**src/rtl/dmux_gate_pkg.sv**
```systemverilog
// Shared opcode encoding and width constants for the gate router.
package dmux_gate_pkg;

  localparam int OP_W  = 3;
  localparam int CNT_W = 16;

  typedef enum logic [OP_W-1:0] {
    OP_NAND    = 3'd0,
    OP_NOR     = 3'd1,
    OP_AND     = 3'd2,
    OP_OR      = 3'd3,
    OP_XOR     = 3'd4,
    OP_XNOR    = 3'd5,
    OP_NOT_A   = 3'd6,
    OP_ILLEGAL = 3'd7
  } op_e;

endpackage

```
**src/rtl/dmux_gate_router_if.sv**
```systemverilog
// Operand handshake plus per-channel result bus of the gate router.
interface dmux_gate_router_if #(
  parameter int WIDTH    = 8,
  parameter int CHANNELS = 4
) ();
  localparam int CH_W = $clog2(CHANNELS);

  logic                          in_valid;
  logic                          in_ready;
  logic [WIDTH-1:0]              in_a;
  logic [WIDTH-1:0]              in_b;
  logic [dmux_gate_pkg::OP_W-1:0] in_op;
  logic [CH_W-1:0]               in_ch;
  logic [CHANNELS-1:0]           out_valid;
  logic [CHANNELS-1:0]           out_ready;
  logic [CHANNELS*WIDTH-1:0]     out_data;

  // Source/consumer side.
  modport master (
    output in_valid, in_a, in_b, in_op, in_ch, out_ready,
    input  in_ready, out_valid, out_data
  );

  // Router side.
  modport slave (
    input  in_valid, in_a, in_b, in_op, in_ch, out_ready,
    output in_ready, out_valid, out_data
  );
endinterface

```
**src/rtl/dmux_nw.sv**
```systemverilog
// 1-to-N demux: steers an enable and a data word onto the channel chosen by sel.
module dmux_nw #(
  parameter int WIDTH    = 8,
  parameter int CHANNELS = 4,
  parameter int CH_W     = $clog2(CHANNELS)
) (
  input  logic                      en,
  input  logic [CH_W-1:0]           sel,
  input  logic [WIDTH-1:0]          data,
  output logic [CHANNELS-1:0]       load,
  output logic [CHANNELS*WIDTH-1:0] data_out
);

  always_comb begin
    // NOTE: every combinational output gets a default before any branch so no latch is inferred.
    load     = '0;
    data_out = '0;
    for (int k = 0; k < CHANNELS; k++) begin
      if (en && (sel == CH_W'(k))) begin
        load[k]                     = 1'b1;
        data_out[k*WIDTH +: WIDTH]  = data;
      end
    end
  end

endmodule

```
**src/rtl/dmux_gate_router.sv**
```systemverilog
// Pipelined bitwise-gate evaluator whose registered result is demuxed to one of
// CHANNELS single-entry, independently back-pressured output buffers.
module dmux_gate_router
  import dmux_gate_pkg::*;
#(
  parameter int WIDTH    = 8,
  parameter int CHANNELS = 4
) (
  input  logic             clk,
  input  logic             rst_n,
  dmux_gate_router_if.slave bus,
  output logic             err,
  output logic [CNT_W-1:0] done_cnt
);

  localparam int CH_W = $clog2(CHANNELS);

  logic                      s1_valid;
  logic [WIDTH-1:0]          s1_data;
  logic [CH_W-1:0]           s1_ch;
  logic [CHANNELS-1:0]       buf_valid;
  logic [WIDTH-1:0]          buf_data [CHANNELS];

  logic [WIDTH-1:0]          gate_res;
  logic                      bad_txn;
  logic                      in_fire;
  logic                      s1_move;
  logic [CHANNELS-1:0]       buf_load;
  logic [CHANNELS*WIDTH-1:0] buf_din;

  always_comb begin
    gate_res = '0;
    case (op_e'(bus.in_op))
      OP_NAND:  gate_res = ~(bus.in_a & bus.in_b);
      OP_NOR:   gate_res = ~(bus.in_a | bus.in_b);
      OP_AND:   gate_res = bus.in_a & bus.in_b;
      OP_OR:    gate_res = bus.in_a | bus.in_b;
      OP_XOR:   gate_res = bus.in_a ^ bus.in_b;
      OP_XNOR:  gate_res = ~(bus.in_a ^ bus.in_b);
      OP_NOT_A: gate_res = ~bus.in_a;
      default:  gate_res = '0;
    endcase
  end

  // Bad transactions still complete the handshake; they are just never staged.
  assign bad_txn = (bus.in_op == OP_ILLEGAL) || (int'(bus.in_ch) >= CHANNELS);

  // A held S1 can leave when its target buffer is empty or draining this cycle.
  assign s1_move     = s1_valid && (!buf_valid[s1_ch] || bus.out_ready[s1_ch]);
  assign bus.in_ready = !s1_valid || s1_move;
  assign in_fire     = bus.in_valid && bus.in_ready;

  always_ff @(posedge clk) begin
    // NOTE: sequential state uses non-blocking assignments so all registers update from pre-edge values.
    if (!rst_n) begin
      s1_valid <= 1'b0;
      s1_data  <= '0;
      s1_ch    <= '0;
      err      <= 1'b0;
    end else begin
      if (in_fire && !bad_txn) begin
        s1_valid <= 1'b1;
        s1_data  <= gate_res;
        s1_ch    <= bus.in_ch;
      end else if (s1_move) begin
        s1_valid <= 1'b0;
      end
      if (in_fire && bad_txn) begin
        err <= 1'b1;
      end
    end
  end

  dmux_nw #(
    .WIDTH    (WIDTH),
    .CHANNELS (CHANNELS),
    .CH_W     (CH_W)
  ) u_dmux (
    .en       (s1_move),
    .sel      (s1_ch),
    .data     (s1_data),
    .load     (buf_load),
    .data_out (buf_din)
  );

  always_ff @(posedge clk) begin
    if (!rst_n) begin
      buf_valid <= '0;
      // NOTE: the buffer words are a handful of flops, not a RAM, so clearing them on reset is cheap and keeps out_data defined.
      for (int k = 0; k < CHANNELS; k++) begin
        buf_data[k] <= '0;
      end
    end else begin
      for (int k = 0; k < CHANNELS; k++) begin
        if (buf_load[k]) begin
          buf_valid[k] <= 1'b1;
          buf_data[k]  <= buf_din[k*WIDTH +: WIDTH];
        end else if (bus.out_ready[k]) begin
          buf_valid[k] <= 1'b0;
        end
      end
    end
  end

  always_comb begin
    bus.out_data = '0;
    for (int k = 0; k < CHANNELS; k++) begin
      bus.out_data[k*WIDTH +: WIDTH] = buf_data[k];
    end
  end

  assign bus.out_valid = buf_valid;

  always_ff @(posedge clk) begin
    if (!rst_n) begin
      done_cnt <= '0;
    end else begin
      done_cnt <= done_cnt + CNT_W'($countones(buf_valid & bus.out_ready));
    end
  end

endmodule

```
**src/flat_wrapper.sv**
```systemverilog
// flat-port wrapper written by rule: the top's interface ports become plain ports
module dmux_gate_router_flat import dmux_gate_pkg::*;
#(
  parameter int WIDTH    = 8,
  parameter int CHANNELS = 4
)
  (clk, rst_n, err, done_cnt, bus_in_valid, bus_in_a, bus_in_b, bus_in_op, bus_in_ch, bus_out_ready, bus_in_ready, bus_out_valid, bus_out_data);
  dmux_gate_router_if #(.WIDTH(WIDTH), .CHANNELS(CHANNELS)) bus_i ();
  input  logic clk;
  input  logic rst_n;
  output logic err;
  output logic [CNT_W-1:0] done_cnt;
  input wire logic [$bits(bus_i.in_valid)-1:0] bus_in_valid;
  input wire logic [$bits(bus_i.in_a)-1:0] bus_in_a;
  input wire logic [$bits(bus_i.in_b)-1:0] bus_in_b;
  input wire logic [$bits(bus_i.in_op)-1:0] bus_in_op;
  input wire logic [$bits(bus_i.in_ch)-1:0] bus_in_ch;
  input wire logic [$bits(bus_i.out_ready)-1:0] bus_out_ready;
  output wire logic [$bits(bus_i.in_ready)-1:0] bus_in_ready;
  output wire logic [$bits(bus_i.out_valid)-1:0] bus_out_valid;
  output wire logic [$bits(bus_i.out_data)-1:0] bus_out_data;
  assign bus_i.in_valid = bus_in_valid;
  assign bus_i.in_a = bus_in_a;
  assign bus_i.in_b = bus_in_b;
  assign bus_i.in_op = bus_in_op;
  assign bus_i.in_ch = bus_in_ch;
  assign bus_i.out_ready = bus_out_ready;
  assign bus_in_ready = bus_i.in_ready;
  assign bus_out_valid = bus_i.out_valid;
  assign bus_out_data = bus_i.out_data;
  dmux_gate_router #(.WIDTH(WIDTH), .CHANNELS(CHANNELS)) u_core (.clk(clk), .rst_n(rst_n), .bus(bus_i), .err(err), .done_cnt(done_cnt));
endmodule
```
**config.mk**
```make
export PLATFORM = sky130hd
export DESIGN_NAME = dmux_gate_router_flat
export DESIGN_NICKNAME = d
export VERILOG_FILES = /design/src/rtl/dmux_gate_pkg.sv /design/src/rtl/dmux_gate_router_if.sv /design/src/rtl/dmux_nw.sv /design/src/rtl/dmux_gate_router.sv /design/src/flat_wrapper.sv
export SDC_FILE = /design/constraint.sdc
export NUM_CORES = 1
export LEC_CHECK = 0
export ABC_AREA = 0
export CORE_ASPECT_RATIO = 2
export CORE_MARGIN = 1.5
export CORE_UTILIZATION = 25
export DETAILED_ROUTE_END_ITERATION = 12
export HOLD_SLACK_MARGIN = 0.1
export PLACE_DENSITY = 0.56
export SETUP_SLACK_MARGIN = 0.4
export SYNTH_ARGS = -nofsm -noshare
export SYNTH_HDL_FRONTEND = slang
export SYNTH_SLANG_ARGS = --single-unit
```
**constraint.sdc**
```tcl
create_clock -name clk -period 9.2 [get_ports clk]
set_input_delay 2.76 -clock clk [delete_from_list [all_inputs] [get_ports clk]]
set_output_delay 2.76 -clock clk [all_outputs]
set_load 0.02 [all_outputs]
```
# After elaboration in Yosys (flattened, before gate mapping)
# Memory sizes are Yosys's and may differ from the RTL's.
# Index checks and enable logic that the tools add are counted.
[word_totals]
inputBits = 28
memories = 1
register_bits = 32
ramBits = 32
wordCells = 97
[mem_list]
columns = ["name", "depth", "width", "rd", "rd_clocked_by_memory_dff", "wr", "line_no", "source"]
rows = [
  ["u_core.buf_data", 4, 8, 4, 0, 4, "dmux_gate_router.sv:22", "logic [WIDTH-1:0] buf_data [CHANNELS];"],
]
[op_classes]
magnitude_cmp = 1
n_bitwise = 12
muxes = 40
eq_ne = 10
reduce_logical = 20
addsub = 4
[op_table]
columns = ["cell", "n"]
rows = [
  ["8-bit 2-to-1 mux", 8],
  ["8-bit one-hot mux with 7 select lines", 1],
  ["16-bit adder", 2],
  ["8-bit inverter", 4],
  ["1-bit 2-to-1 mux", 29],
  ["3-bit == test, second input constant", 4],
  ["2-bit nonzero test", 5],
  ["8-bit AND", 1],
  ["1-bit logical AND", 8],
  ["8-bit bitwise OR", 1],
  ["8-bit bitwise XOR", 1],
  ["3-bit by 2-bit == test with 1-bit output, second input constant", 2],
  ["1-bit by 1-bit adder with 2-bit output", 2],
  ["4-bit AND", 1],
  ["1-bit binary-select mux with 2-bit select", 2],
  ["2-bit == test, second input constant", 2],
  ["1-bit bitwise OR", 4],
  ["3-bit by 1-bit == test with 1-bit output, second input constant", 1],
  ["1-bit zero test", 3],
  ["3-bit zero test", 1],
  ["2-bit by 3-bit < comparator with 1-bit output, second input constant", 1],
  ["2-bit by 1-bit == test with 1-bit output, second input constant", 1],
  ["2-bit zero test", 1],
  ["1-bit logical OR", 2],
]

# Longest topological paths before layout
[logic_depth]
depth_word = 11
mapped_depth = 11
ltp_nobuf = 11

# Cells and area by module
# From an unflattened synthesis, not the netlist that was laid out.
[hier_totals]
cells_unflattened = 360
hier_area_um2 = 3693.5
[modules_own_cells]
columns = ["mod", "cells_each", "area_per_inst_um2", "n_inst"]
rows = [
  ["dmux_gate_router", 315, 3245.6, 1],
  ["dmux_nw", 45, 447.9, 1],
]

# Worst setup path after synthesis
# Ideal clock, no wire load.
[synth_path]
path_type = "input port to output port"
start = "in bus_out_ready[1]"
end = "out bus_in_ready"
path_buffers = 0
slack_ns = 2.852
arrival_time_ns = 3.588
cell_stages = 3
cell_sequence = "or3b_2 a21oi_2 nor2_1"
[synth_between]
elab_chain_cells = 5
[synth_lines]
columns = ["element", "line_no", "source"]
rows = [
  ["from (decl)", "flat_wrapper.sv:18", "input wire logic [$bits(bus_i.out_ready)-1:0] bus_out_ready;"],
  ["1-bit binary-select mux with 2-bit select", "dmux_gate_router.sv:49", "assign s1_move = s1_valid && (!buf_valid[s1_ch] || bus.out_ready[s1_ch]);"],
  ["1-bit 2-to-1 mux (not written as such)", "dmux_gate_router.sv:49", ""],
  ["1-bit logical OR", "dmux_gate_router.sv:49", ""],
  ["1-bit logical AND", "dmux_gate_router.sv:49", ""],
  ["1-bit logical OR", "dmux_gate_router.sv:50", "assign bus.in_ready = !s1_valid || s1_move;"],
  ["to (decl)", "flat_wrapper.sv:19", "output wire logic [$bits(bus_i.in_ready)-1:0] bus_in_ready;"],
]
# Every way passes these cells. The select of a mux whose other input is x is not followed.

# Worst setup path in the final report
# Ends and elaborated chain as after synthesis.

==> results.yml <==
sta:
  finalCritPeriodShare_pct: 79.7
  setup_viol: 0
  finalClockSkew_ns: 0.00518
  relSlewSlack_pct: 17.8
  period_needed_ns: 7.34
  final_max_slew_viol_count: 0
  rsz0062_at_grt: "false"
  max_freq_mhz: 136
  tightest_slew_ns: 1.22
  final_hold_viol_count: 0
  finalWorstSetupSlack_ns: 1.86
  fin_tns_setup_ns: 0
routing:
  detailroute.via_count: 2632
  wire_per_inst_um: 14.1
  final_antenna_net_count: 0
  drt_pre_antenna_iters: 4
  drc: 0
  drt_iter0_markers: 94
  via_per_inst: 4.58
  wirelength_um: 8100
grt:
  grt_use_met1_pct: 10.9
  grt_first_pass_wirelength_um: 12800
  overflow: 0
  grt.met2_usage_pct: 22.3
  busiest_layer: "met2"
  use_met3_pct: 2.15
  antenna_found_initial: 0
  grt_pass1_vias: 2538
  grt_use_total_pct: 11.7
  grt_max_degree: 32
cts:
  post-cts-setup-buffer-count: 0
  cts.repair.resized: 0
  cts.path.max_buffers: 2
  root_buffer: "clkbuf_16"
  clkLatencyLatePin_ns: 0.33
  postCtsHoldBufs: 0
  cts_tree: "done"
  cts.sinks: 64
  numCtsBuffers: 9
  clkSlewWorstSetupHoldPaths_ns: 0.05
  htreeDepth: 3
synth:
  synthMostInstantiatedCell: "and2_1"
  synth_ff_type: "edfxtp_1"
  synth_area_leader_cell: "edfxtp_1"
  synth-edff-count: 32
  ys_top_cells_by_area: "edfxtp_1, dfxtp_1, ha_1"
  ys_top_cells_by_count: "and2_1, dfxtp_1, edfxtp_1"
  yosysTopAreaCellShare_pct: 27.9
  yosys_register_bits: 64
  seq_area_frac_synth_pct: 46.6
  synth_cell_type_count: 48
  yosysWarningCount: 0
  syn_nets: 384
  syn_inst: 333
  syn-cell-area_um2: 3440
  syn_avg_cell_area_um2: 10.3
  synthArstFlopShare_pct: 0
worst_setup_path:
  reg2reg_to: "u_core.done_cnt[9]"
  required_ns: 6.44
  rr_worst_depth: 11
  max_stage_delay_ns: 0.55
  path_common_cell: "clkdlybuf4s50_1"
  cp.arrival_ns: 4.58
  rr_startpoint: "u_core.bus.out_valid[2]"
  slowest_stage: "clkdlybuf4s50_1"
  path_cells: "clkdlybuf4s50_1 -> or3b_2 -> a21oi_2 -> nor2_1 -> clkdlybuf4s50_1"
  reg2reg_slack_ns: 6.56
  worstPathMaxFanout: 7
  worstPathBufferInverterCount: 2
  path_delay_family: "buffers and inverters"
  critPathKind: "input port to output pin"
  crit_path_start_kind: "input port"
  cp-end-kind: "output pin"
placement:
  post-place-ws_ns: 1.85
  portBuffers: 81
  gp_congestion: 0.833
  place_hpwl_um: 6640
status:
  status: "completed"
finish:
  antenna_cells: 0
  area_growth_pct: 37.6
  drive_gt1_share_pct: 7.38
  nets: 466
flow_run:
  cap_violations: 0
hold_path:
  hold_end: "u_core.err"
  min_from: "u_core.err"
  holdPathStages: 1
  worstHoldPathType: "flip-flop to flip-flop"
die:
  ios: 82
  initial_core_util_pct: 25.6
  core_um2: 13400
  die_w_um: 85.9
  die_height_um: 169
  num_rows: 60
  dieArea_um2: 14500
pwr:
  peakVddDrop_mv: 0.0836
  power_density_nw_per_um2: 168
  power_leakage_nw: 1.82
## area by class of cell
class,instances,area (um2)
sequential,64,1600
clock buffer,10,239
clock inverter,6,106
multi-input combinational,229,1650
fill,1348,8700
tap,155,194
inverter,26,97.6
timing repair buffer,85,841
## state kept, by name, indices dropped and copies added, names as in the netlist
register	cells
u_core.err	1
u_core.s1_data	8
u_core.buf_data	32
u_core.bus.out_valid	4
u_core.done_cnt	16
u_core.s1_ch	2
u_core.s1_valid	1
## where the power goes
group           total, W  switching, W  internal [W]
logic          0.0000865     0.0000440     0.0000425
registers       0.000320    0.00000865      0.000311
clock network   0.000389      0.000119      0.000270
total           0.000795      0.000172      0.000624
## layer usage
| layer | wire length (um) | share of wire [%] |
|---|---|---|
| met5 | 0 | 0 |
| met4 | 389 | 4.8 |
| met2 | 4670 | 58 |
| met1 | 2760 | 34 |
| met3 | 280 | 3.5 |
## worst register-to-register path, delay by kind of cell (launching register included)
kind / cells / cell delay (ns)
buffers and inverters: 2 / 0.09
DFF: 1 / 0.40
adders and majority gates: 4 / 1.31
and+or+nand+nor: 4 / 0.53
xor gates and xnor gates: 1 / 0.17
## logic make-up (layout without fill, tap and decap cells)
group / Yosys count / after routing / synth area share (%)
fa+ha+maj: 23 / 23 / 9.02
buf+inv: 40 / 127 / 5.35
mux: 8 / 8 / 2.33
simple gates: 135 / 135 / 22.1
xor+xnor: 16 / 16 / 4.07
flops: 64 / 64 / 46.6
compound gates: 47 / 47 / 10.5
## per-stage QoR
step           hold WS [ns]  power, W  instance area [um2]  cells  utilization, %
3_5_place_dp          0.481  0.000414                 4390    559            32.7
6_report              0.487  0.000795                 4730    575            35.2
3_3_place_gp          0.478  0.000412                 4390    559            32.7
2_1_floorplan         0.459  0.000373                 3440    333               -
4_1_cts               0.493  0.000803                 4730    575            35.2
5_1_grt               0.509  0.000822                 4730    575            35.2
## worst max-delay path by stage
stage	from	end	slack (ns)	cells after the start
6_report	bus_out_ready[1]	bus_in_ready	1.86	5
5_1_grt	bus_out_ready[1]	bus_in_ready	1.79	5
4_1_cts	bus_out_ready[1]	bus_in_ready	1.86	5
3_5_place_dp	bus_out_ready[1]	bus_in_ready	1.85	5
3_3_place_gp	bus_out_ready[1]	bus_in_ready	1.88	5
2_1_floorplan	bus_out_ready[1]	bus_in_ready	2.85	3
## cell usage in the layout (no fill, tap or decap), drive strengths merged, types with 2 or more instances in the layout
master,instances
o311ai,8
nand4,4
xor2,3
clkdlybuf4s50,81
clkinv,2
nand3,6
nor2,19
a21oi,8
nor4,3
nor3,6
nor2b,5
a211oi,2
inv,26
and2,39
bufinv,3
buf,4
or3,2
nor3b,5
nand3b,3
o31ai,4
nand2b,9
nand2,20
a21boi,2
o221a,2
fa,3
o41ai,2
dfxtp,32
edfxtp,32
o221ai,4
mux2i,8
ha,20
xnor2,13
o22ai,4
o21ai,9
or2,4
clkbuf,10
and3,4
(Power assumes the default switching activity.)
